==> src/rtl/reg_wb_queue_if.sv <==
// reg_wb_queue_if
//   Producer-side handshake bundle for the register write-back queue.
//   in_valid  producer offers a write-back request
//   in_ready  queue can accept (transfer when in_valid && in_ready at clk rise)
//   in_addr   destination register number
//   in_ppp    partial-write select (000 full, 001 bits [0:31], 010 bits [32:63],
//             011 even bytes, 100 odd bytes, 101-111 reserved)
//   in_data   write data, bit 0 is the MSB
// Modports: master = producer, slave = queue.
interface reg_wb_queue_if;
  logic        in_valid;
  logic        in_ready;
  logic [4:0]  in_addr;
  logic [2:0]  in_ppp;
  logic [0:63] in_data;

  modport master (
    output in_valid, in_addr, in_ppp, in_data,
    input  in_ready
  );

  modport slave (
    input  in_valid, in_addr, in_ppp, in_data,
    output in_ready
  );
endinterface

==> src/rtl/reg_wb_queue.sv <==
// reg_wb_queue
//   In-order write-back queue between an execution pipeline and a register
//   file write port. Requests are accepted through bus_if, stored in a FIFO
//   of DEPTH entries, and issued from the head one per cycle unless wb_hold_i
//   is asserted. Writes to register 0 are silently dropped; requests with a
//   reserved ppp code are dropped and flagged with a one-cycle err_ppp_o.
//   Optional read-after-write hazard detection for two operand addresses.
//
// Configuration macro: REG_WB_QUEUE_HAZARD_EN
//   defined   -> hz_r1_o / hz_r2_o report pending writes to q_addr1_i / q_addr2_i
//   undefined -> hz_r1_o = hz_r2_o = 0, no address comparators
//
// Ports:
//   clk, rst      clock and synchronous active-high reset
//   bus_if        producer handshake (slave modport)
//   wb_hold_i     inhibits issue to the register file this cycle
//   wr_en_o       register-file write enable (head valid and not held)
//   ppp_o         partial-write select of head entry
//   wr_addr_o     destination register of head entry
//   wr_data_o     write data of head entry (bit 0 = MSB)
//   q_addr1_i/2_i operand read addresses under decode
//   hz_r1_o/2_o   operand has a pending, not-yet-issued write
//   count_o       current occupancy
//   err_ppp_o     one-cycle pulse after a reserved ppp was accepted
module reg_wb_queue #(
  parameter int DEPTH = 4
) (
  input  logic                    clk,
  input  logic                    rst,
  reg_wb_queue_if.slave           bus_if,
  input  logic                    wb_hold_i,
  output logic                    wr_en_o,
  output logic [2:0]              ppp_o,
  output logic [4:0]              wr_addr_o,
  output logic [0:63]             wr_data_o,
  input  logic [4:0]              q_addr1_i,
  input  logic [4:0]              q_addr2_i,
  output logic                    hz_r1_o,
  output logic                    hz_r2_o,
  output logic [$clog2(DEPTH):0]  count_o,
  output logic                    err_ppp_o
);

  localparam int AW = $clog2(DEPTH);
  localparam int CW = AW + 1;

  logic [4:0]        addr_q [DEPTH];
  logic [2:0]        ppp_q  [DEPTH];
  logic [0:63]       data_q [DEPTH];
  logic [DEPTH-1:0]  valid_q, valid_d;
  logic [AW-1:0]     wr_ptr_q, wr_ptr_d;
  logic [AW-1:0]     rd_ptr_q, rd_ptr_d;
  logic [CW-1:0]     count_q, count_d;
  logic              err_ppp_q, err_ppp_d;

  logic accept;
  logic ppp_legal;
  logic push;
  logic pop;

  // Readiness depends only on occupancy, so a full queue stalls the producer
  // even when the head is leaving this cycle.
  assign bus_if.in_ready = (count_q < CW'(DEPTH));
  assign accept          = bus_if.in_valid && bus_if.in_ready;
  assign ppp_legal       = (bus_if.in_ppp <= 3'd4);
  assign push            = accept && ppp_legal && (bus_if.in_addr != 5'd0);
  assign pop             = (count_q != '0) && !wb_hold_i;

  assign wr_en_o   = pop;
  assign wr_addr_o = addr_q[rd_ptr_q];
  assign ppp_o     = ppp_q[rd_ptr_q];
  assign wr_data_o = data_q[rd_ptr_q];
  assign count_o   = count_q;
  assign err_ppp_o = err_ppp_q;

  always_comb begin
    valid_d   = valid_q;
    wr_ptr_d  = wr_ptr_q;
    rd_ptr_d  = rd_ptr_q;
    count_d   = count_q;
    err_ppp_d = accept && !ppp_legal;

    // A push never targets the head slot while it is being popped: push needs
    // a free slot and pop needs a non-empty queue, so the slots differ.
    if (push) begin
      valid_d[wr_ptr_q] = 1'b1;
      wr_ptr_d          = wr_ptr_q + 1'b1;
    end
    if (pop) begin
      valid_d[rd_ptr_q] = 1'b0;
      rd_ptr_d          = rd_ptr_q + 1'b1;
    end

    case ({push, pop})
      2'b10:   count_d = count_q + CW'(1);
      2'b01:   count_d = count_q - CW'(1);
      default: count_d = count_q;
    endcase
  end

  always_ff @(posedge clk) begin
    if (rst) begin
      valid_q   <= '0;
      wr_ptr_q  <= '0;
      rd_ptr_q  <= '0;
      count_q   <= '0;
      err_ppp_q <= 1'b0;
    end else begin
      valid_q   <= valid_d;
      wr_ptr_q  <= wr_ptr_d;
      rd_ptr_q  <= rd_ptr_d;
      count_q   <= count_d;
      err_ppp_q <= err_ppp_d;
    end
  end

  // Payload storage needs no reset; validity is tracked separately.
  always_ff @(posedge clk) begin
    if (push && !rst) begin
      addr_q[wr_ptr_q] <= bus_if.in_addr;
      ppp_q[wr_ptr_q]  <= bus_if.in_ppp;
      data_q[wr_ptr_q] <= bus_if.in_data;
    end
  end

`ifdef REG_WB_QUEUE_HAZARD_EN
  // The head issuing this cycle is forwarded inside the register file, so it
  // is excluded; later entries with the same address still count.
  always_comb begin
    hz_r1_o = 1'b0;
    hz_r2_o = 1'b0;
    for (int i = 0; i < DEPTH; i++) begin
      if (valid_q[i] && !(pop && (AW'(i) == rd_ptr_q))) begin
        if (addr_q[i] == q_addr1_i) hz_r1_o = 1'b1;
        if (addr_q[i] == q_addr2_i) hz_r2_o = 1'b1;
      end
    end
    if (q_addr1_i == 5'd0) hz_r1_o = 1'b0;
    if (q_addr2_i == 5'd0) hz_r2_o = 1'b0;
  end
`else
  logic unused_q_addr;
  assign unused_q_addr = ^{q_addr1_i, q_addr2_i};
  assign hz_r1_o = 1'b0;
  assign hz_r2_o = 1'b0;
`endif

endmodule

==> src/flat_wrapper.sv <==
// flat-port wrapper written by rule: the top's interface ports become plain ports
module reg_wb_queue_flat 
#(
  parameter int DEPTH = 4
)
  (clk, rst, wb_hold_i, wr_en_o, ppp_o, wr_addr_o, wr_data_o, q_addr1_i, q_addr2_i, hz_r1_o, hz_r2_o, count_o, err_ppp_o, bus_if_in_valid, bus_if_in_addr, bus_if_in_ppp, bus_if_in_data, bus_if_in_ready);
  reg_wb_queue_if bus_if_i ();
  input  logic clk;
  input  logic rst;
  input  logic wb_hold_i;
  output logic wr_en_o;
  output logic [2:0] ppp_o;
  output logic [4:0] wr_addr_o;
  output logic [0:63] wr_data_o;
  input  logic [4:0] q_addr1_i;
  input  logic [4:0] q_addr2_i;
  output logic hz_r1_o;
  output logic hz_r2_o;
  output logic [$clog2(DEPTH):0] count_o;
  output logic err_ppp_o;
  input wire logic [$bits(bus_if_i.in_valid)-1:0] bus_if_in_valid;
  input wire logic [$bits(bus_if_i.in_addr)-1:0] bus_if_in_addr;
  input wire logic [$bits(bus_if_i.in_ppp)-1:0] bus_if_in_ppp;
  input wire logic [$bits(bus_if_i.in_data)-1:0] bus_if_in_data;
  output wire logic [$bits(bus_if_i.in_ready)-1:0] bus_if_in_ready;
  assign bus_if_i.in_valid = bus_if_in_valid;
  assign bus_if_i.in_addr = bus_if_in_addr;
  assign bus_if_i.in_ppp = bus_if_in_ppp;
  assign bus_if_i.in_data = bus_if_in_data;
  assign bus_if_in_ready = bus_if_i.in_ready;
  reg_wb_queue #(.DEPTH(DEPTH)) u_core (.clk(clk), .rst(rst), .bus_if(bus_if_i), .wb_hold_i(wb_hold_i), .wr_en_o(wr_en_o), .ppp_o(ppp_o), .wr_addr_o(wr_addr_o), .wr_data_o(wr_data_o), .q_addr1_i(q_addr1_i), .q_addr2_i(q_addr2_i), .hz_r1_o(hz_r1_o), .hz_r2_o(hz_r2_o), .count_o(count_o), .err_ppp_o(err_ppp_o));
endmodule
==> config.mk <==
export PLATFORM = sky130hd
export DESIGN_NAME = reg_wb_queue_flat
export DESIGN_NICKNAME = d
export VERILOG_FILES = /design/src/rtl/reg_wb_queue_if.sv /design/src/rtl/reg_wb_queue.sv /design/src/flat_wrapper.sv
export SDC_FILE = /design/constraint.sdc
export NUM_CORES = 1
export LEC_CHECK = 0
export BUFFER_PORTS_ARGS = -buffer_cell sky130_fd_sc_hd__buf_4
export CORE_UTILIZATION = 40
export CTS_BUF_LIST = sky130_fd_sc_hd__clkbuf_16
export DETAILED_ROUTE_END_ITERATION = 10
export MAX_ROUTING_LAYER = met4
export PLACE_DENSITY_LB_ADDON = 0.12
export SYNTH_ARGS = -nofsm -noshare
export SYNTH_HDL_FRONTEND = slang
export SYNTH_SLANG_ARGS = --single-unit
export TNS_END_PERCENT = 50
==> constraint.sdc <==
create_clock -name clk -period 9.97 [get_ports clk]
set_input_delay 1.4955 -clock clk [delete_from_list [all_inputs] [get_ports clk]]
set_output_delay 1.4955 -clock clk [all_outputs]
set_load 0.005 [all_outputs]
==> flow_metrics.env, run 1 <==
export IMPL_leakage_nw=4.436
export IMPL_post_route_period_util_pct=44.40
export IMPL_grt_usage_pct=14.99
export IMPL_reg2reg_depth=9
export IMPL_ys_warn_count=0
export IMPL_fin_crit_ns=4.427
export IMPL_power_mw=3.061
export IMPL_clockRootBuffer="clkbuf_16"
export IMPL_maxCapViolations=0
export IMPL_swShare_pct=23.06
export IMPL_place_congestion=0.7290
export IMPL_ys_seq_area_share_pct=81.30
export IMPL_drv_slew=0
export IMPL_cts_setup_buffers=0
export IMPL_routed_via_density=5.092
export IMPL_syn_area_um2=10880
export IMPL_mostFrequentLayoutCells="288 x edfxtp_1, 163 x buf_4, 72 x mux4_2"
export IMPL_p_seq_share_pct=48.4
export IMPL_rsz0062_at_grt="no"
export IMPL_crit_type="flop to output pin"
export IMPL_syn_instance_count=436
export IMPL_setup_viol_count_final=0
export IMPL_holdBufCountCts=0
export IMPL_fin_nets=706
export IMPL_cts_buffers=31
export IMPL_cts_tree="done"
export IMPL_dr_pass1_iters=4
export IMPL_grt_max_degree=48
export IMPL_peakVddDrop_uv=138.2
export IMPL_synth_edf_count=288
export IMPL_dieArea_um2=27870
export IMPL_cp_end_kind="output pin"
export IMPL_synthDistinctLibCells=25
export IMPL_syn_to_final_growth_pct=23.34
export IMPL_clkLatencyLatePin_ns=0.54
export IMPL_fillers=2149
export IMPL_detail_route_wl_per_cell_um=20.50
export IMPL_post_route_util_pct=50.09
export IMPL_cts_clk_slew_worst_paths_ns=0.06
export IMPL_grt_pass1_vias=5512
export IMPL_grt_overflow_total=0
export IMPL_fmax_mhz=225.9
export IMPL_cts_resized=0
export IMPL_ant_nets=0
export IMPL_drt_initial_drc_count=243
export IMPL_die_h_um=167.0
export IMPL_comb_power_share_pct=17.1
export IMPL_start_util_pct=40.61
export IMPL_power_internal_mw=2.355
export IMPL_grt_pass1_wl_mm=30.78
export IMPL_cp_arrival_ns=2.93
export IMPL_critPathLaunchType="flop"
export IMPL_cts_buffer_depth=3
export IMPL_worstPathRequired_ns=8.47
export IMPL_regToRegSetupSlack_ns=7.69
export IMPL_r2r_end="u_core.count_o[2]"
export IMPL_routed_wl_mm=20.03
export IMPL_final_setup_tns_ns=0
export IMPL_power_density_nw_per_um2=228.0
export IMPL_core_area_um2=26800
export IMPL_slew_headroom_pct=48.38
export IMPL_power_switching_mw=0.7058
export IMPL_drive_gt1_share_pct=45.20
export IMPL_reg2reg_from="u_core.count_o[2]"
export IMPL_drc=0
export IMPL_critPathMaxFanout=37
export IMPL_min_path_type="flop to flop"
export IMPL_status="complete, no violations"
export IMPL_synth_top_flop_cell="edfxtp_1"
export IMPL_vias=4975
export IMPL_async_reset_ff_share_pct=0
export IMPL_endpoint="wr_data_o[37]"
export IMPL_antenna_found_initial=1
export IMPL_worst_slew_pin_slew_ns=0.7743
export IMPL_io_buffers=153
export IMPL_die_width_um=167.0
export IMPL_cts_sinks=298
export IMPL_ys_ff_latch=298
export IMPL_skew_ns=0.007278
export IMPL_layout_commonest_cell="edfxtp_1"
export IMPL_pwr_share_clk_pct=34.5
export IMPL_hpwl_mm=11.57
export IMPL_rows=60
export IMPL_postSynthAreaPerCell_um2=24.96
export IMPL_hold_worst_slack_ns=0.4785
export IMPL_htree_levels=1
export IMPL_pin_count=166
export IMPL_hold_violations=0
## power groups by stage
stage	combinational, mW	sequential [mW]	clock [mW]
CTS	0.539	1.49	1.09
global route	0.567	1.49	1.13
floorplan	0.325	1.47	0
detailed placement	0.537	1.51	0
global placement	0.530	1.51	0
finish	0.525	1.48	1.06
## layer usage
| layer | wire length (um) | vias to the layer above | track usage (%) |
|---|---|---|---|
| met5 | 0 | - | - |
| met2 | 10420 | 131 | 25.36 |
| met1 | 7991 | 2609 | 18.19 |
| met3 | 1306 | 29 | 3.375 |
| met4 | 311 | 0 | 3.905 |
| li1 | - | 2206 | - |
## flip-flops by register name, summed over array words and instances (netlist names), named ones only
| register | cells |
|---|---|
| u_core.data_q | 256 |
| u_core.wr_ptr_q | 2 |
| u_core.rd_ptr_q | 2 |
| u_core.ppp_q | 12 |
| u_core.addr_q | 20 |
| u_core.err_ppp_o | 1 |
| u_core.count_o | 3 |
## synth_stat cells, types with 2 or more instances
cell type	instances	area (um2)
or3_1	2	12.51
xor2_1	2	17.52
clkbuf_1	6	22.52
a21oi_1	5	25.02
nor3b_1	4	30.03
dfxtp_1	10	200.2
ha_1	5	62.56
buf_4	2	15.01
nor2_1	6	22.52
nand2b_1	2	12.51
edfxtp_1	288	8648
or4_1	2	15.01
inv_1	8	30.03
buf_2	8	40.04
o21ai_0	3	15.01
mux4_2	72	1622
buf_1	3	11.26
## worst min path at each step
| stage | cells past startpoint | to | start | slack [ns] |
|---|---|---|---|---|
| 6_report | 2 | flop | u_core.rd_ptr_q[1] | 0.48 |
| 2_1_floorplan | 2 | flop | u_core.rd_ptr_q[1] | 0.45 |
| 5_1_grt | 2 | flop | u_core.rd_ptr_q[1] | 0.54 |
| 3_5_place_dp | 2 | flop | u_core.rd_ptr_q[1] | 0.48 |
| 4_1_cts | 2 | flop | u_core.rd_ptr_q[1] | 0.48 |
| 3_3_place_gp | 2 | flop | u_core.rd_ptr_q[1] | 0.46 |
## worst max-delay path: stages (launching register included)
cell and delay [ns]:
dfxtp_4 0.84, buf_4 0.74, mux4_2 0.62, buf_4 0.15
## kinds of logic after synthesis
logic type / after synthesis / synth area share (%)
flops: 298 / 81.30
mux: 74 / 15.13
buf+inv: 27 / 1.092
simple gates: 18 / 0.9770
compound gates: 10 / 0.5517
fa+ha+maj: 6 / 0.7587
xor+xnor: 2 / 0.1610
other cells: 1 / 0.03445
## cell type report
class / count / area (um2) / area share (%)
Inverter: 8 / 30.03 / 0.2237
Sequential cell: 298 / 8856 / 65.97
Tap cell: 341 / 426.7 / 3.178
Clock buffer: 31 / 775.7 / 5.779
Timing Repair Buffer: 163 / 1224 / 9.115
Antenna cell: 1 / 2.502 / 0.01864
Multi-Input combinational cell: 112 / 1941 / 14.46
Clock inverter: 23 / 168.9 / 1.258
## stage by stage
step	cells	worst slack, ns	cell area (um2)
after floorplan	437	2.049	10890
after global placement	922	5.952	12480
after detailed placement	922	5.882	12480
after CTS	976	5.371	13420
after global routing	977	5.234	13420
final	977	5.543	13420
(Power assumes the default switching activity.)
==> inputs of run 2 (changes only) <==
Clock period 9.97 ns to 4.4 ns, I/O delays scaled along.
==> run 2 against run 1 <==
  * Clock-buffer cell count stayed put
  * First-iteration DRC count is 19% higher
  * Core utilization is 0.11 points lower
  * Critical path depth stayed put
  * Highest routed layer unchanged
  * Via count is 0.12% lower
  * Clock power is 110% higher
==> flow_metrics.env, run 2 (same netlist as run 1, synthesis figures left out) <==
export IMPL_fin_nets=706
export IMPL_power_mw=6.793
export IMPL_rsz0062_at_grt="no"
export IMPL_pin_count=166
export IMPL_start_util_pct=40.61
export IMPL_fmax_mhz=314.2
export IMPL_min_path_type="input pin to flop"
export IMPL_top_regs="u_core.data_q x256, u_core.addr_q x20, u_core.ppp_q x12"
export IMPL_drv_slew=0
export IMPL_drt_initial_drc_count=290
export IMPL_vias=4969
export IMPL_clockRootBuffer="clkbuf_16"
export IMPL_grt_usage_pct=14.97
export IMPL_max_stage_delay_ns=0.79
export IMPL_worst_slew_pin_slew_ns=1.012
export IMPL_layout_commonest_cell="edfxtp_1"
export IMPL_cp_end_kind="output pin"
export IMPL_final_cell_area_um2=13400
export IMPL_dieArea_um2=27870
export IMPL_critPathMaxFanout=40
export IMPL_status="complete, no violations"
export IMPL_worst_path_buf_inv=2
export IMPL_cts_tree="done"
export IMPL_cp_top_family="flip-flops"
export IMPL_peakVddDrop_uv=465.0
export IMPL_slew_headroom_pct=32.51
export IMPL_cp_cell_sequence="buf_12, mux4_2, buf_4"
export IMPL_grt_max_degree=62
export IMPL_worstPathRequired_ns=3.74
export IMPL_die_h_um=167.0
export IMPL_cts_buffer_depth=3
export IMPL_cts_sinks=298
export IMPL_die_width_um=167.0
export IMPL_place_congestion=0.6962
export IMPL_crit_type="flop to output pin"
export IMPL_power_density_nw_per_um2=507.1
export IMPL_maxCapViolations=0
export IMPL_fin_crit_ns=3.183
export IMPL_regMostFlops="u_core.data_q"
export IMPL_routed_via_density=5.096
export IMPL_cp_slowest_cell="dfxtp_4"
export IMPL_cts_buffers=31
export IMPL_cp_arrival_ns=2.52
export IMPL_routed_wl_mm=19.87
export IMPL_placed_area_um2=12530
export IMPL_setup_viol_count_final=0
export IMPL_skew_ns=0.02141
export IMPL_leakage_nw=4.456
export IMPL_detail_route_wl_per_cell_um=20.38
export IMPL_antenna_cells=0
export IMPL_mostFrequentLayoutCells="288 x edfxtp_1, 161 x buf_4, 72 x mux4_2"
export IMPL_htree_levels=1
export IMPL_grt_pass1_vias=5469
export IMPL_ant_nets=0
export IMPL_drc=0
export IMPL_drive_gt1_share_pct=44.01
export IMPL_grt_overflow_total=0
export IMPL_dr_pass1_iters=4
export IMPL_holdBufCountCts=0
export IMPL_core_area_um2=26800
export IMPL_cts_clk_slew_worst_paths_ns=0.06
export IMPL_fillers=2149
export IMPL_hold_violations=0
export IMPL_critPathLaunchType="flop"
export IMPL_grt_pass1_wl_mm=30.68
export IMPL_syn_to_final_growth_pct=23.07
export IMPL_rows=60
export IMPL_clkLatencyLatePin_ns=0.54
export IMPL_cts_resized=0
export IMPL_io_buffers=153
export IMPL_post_route_period_util_pct=72.33
export IMPL_cts_setup_buffers=0
export IMPL_antenna_found_initial=0
export IMPL_largest_register_ffs=256
export IMPL_hpwl_mm=11.62
## run 2: metrics by stage
| stage | hold slack (ns) | setup TNS [ns] | instances | setup slack, ns | utilization (%) |
|---|---|---|---|---|---|
| after floorplan | 0.4529 | -47.03 | 437 | -0.1706 | - |
| after global placement | 0.4497 | 0 | 922 | 1.091 | 46.74 |
| after detailed placement | 0.4808 | 0 | 922 | 1.023 | 46.74 |
| after CTS | 0.2755 | 0 | 975 | 1.072 | 49.98 |
| after global routing | 0.2807 | 0 | 975 | 0.9938 | 49.98 |
| final | 0.3119 | 0 | 975 | 1.218 | 49.98 |
## run 2: worst paths after layout
path / from / depth (start not counted) / endpoint / slack, ns
setup / recovery: flop / 3 / wr_data_o[30] / 1.22
hold / removal: bus_if_in_data[24] / 1 / u_core.data_q[1][24] / 0.31
setup reg to reg: u_core.count_o[2] / 9 / u_core.count_o[2] / 1.99
hold reg to reg: u_core.rd_ptr_q[1] / 2 / flop / 0.49
## run 2: layout make-up
cell class | instances | area, um2 | area share [%]
sequential | 298 | 8856 | 66.11
multi-input combinational | 112 | 1966 | 14.67
timing repair buffer | 163 | 1249 | 9.322
clock buffer | 31 | 775.7 | 5.791
tap | 341 | 426.7 | 3.185
clock inverter | 22 | 92.59 | 0.6912
inverter | 8 | 30.03 | 0.2242
## run 2: per-layer routing
metal	track usage (%)	vias up	routed length, um	share of wire, %
met3	3.897	34	1187	6.0
met5	-	-	0	0
met2	25.01	133	9912	50
li1	-	2206	-	-
met4	3.865	0	435	2.2
met1	18.10	2596	8338	42
## run 2: power by group
part	internal [mW]	leakage (nW)	switching [mW]	total, mW
combinational	0.737	1.31	0.466	1.20
clock	1.26	0.459	0.970	2.23
sequential	3.23	2.69	0.136	3.36
total	5.22	4.46	1.57	6.79
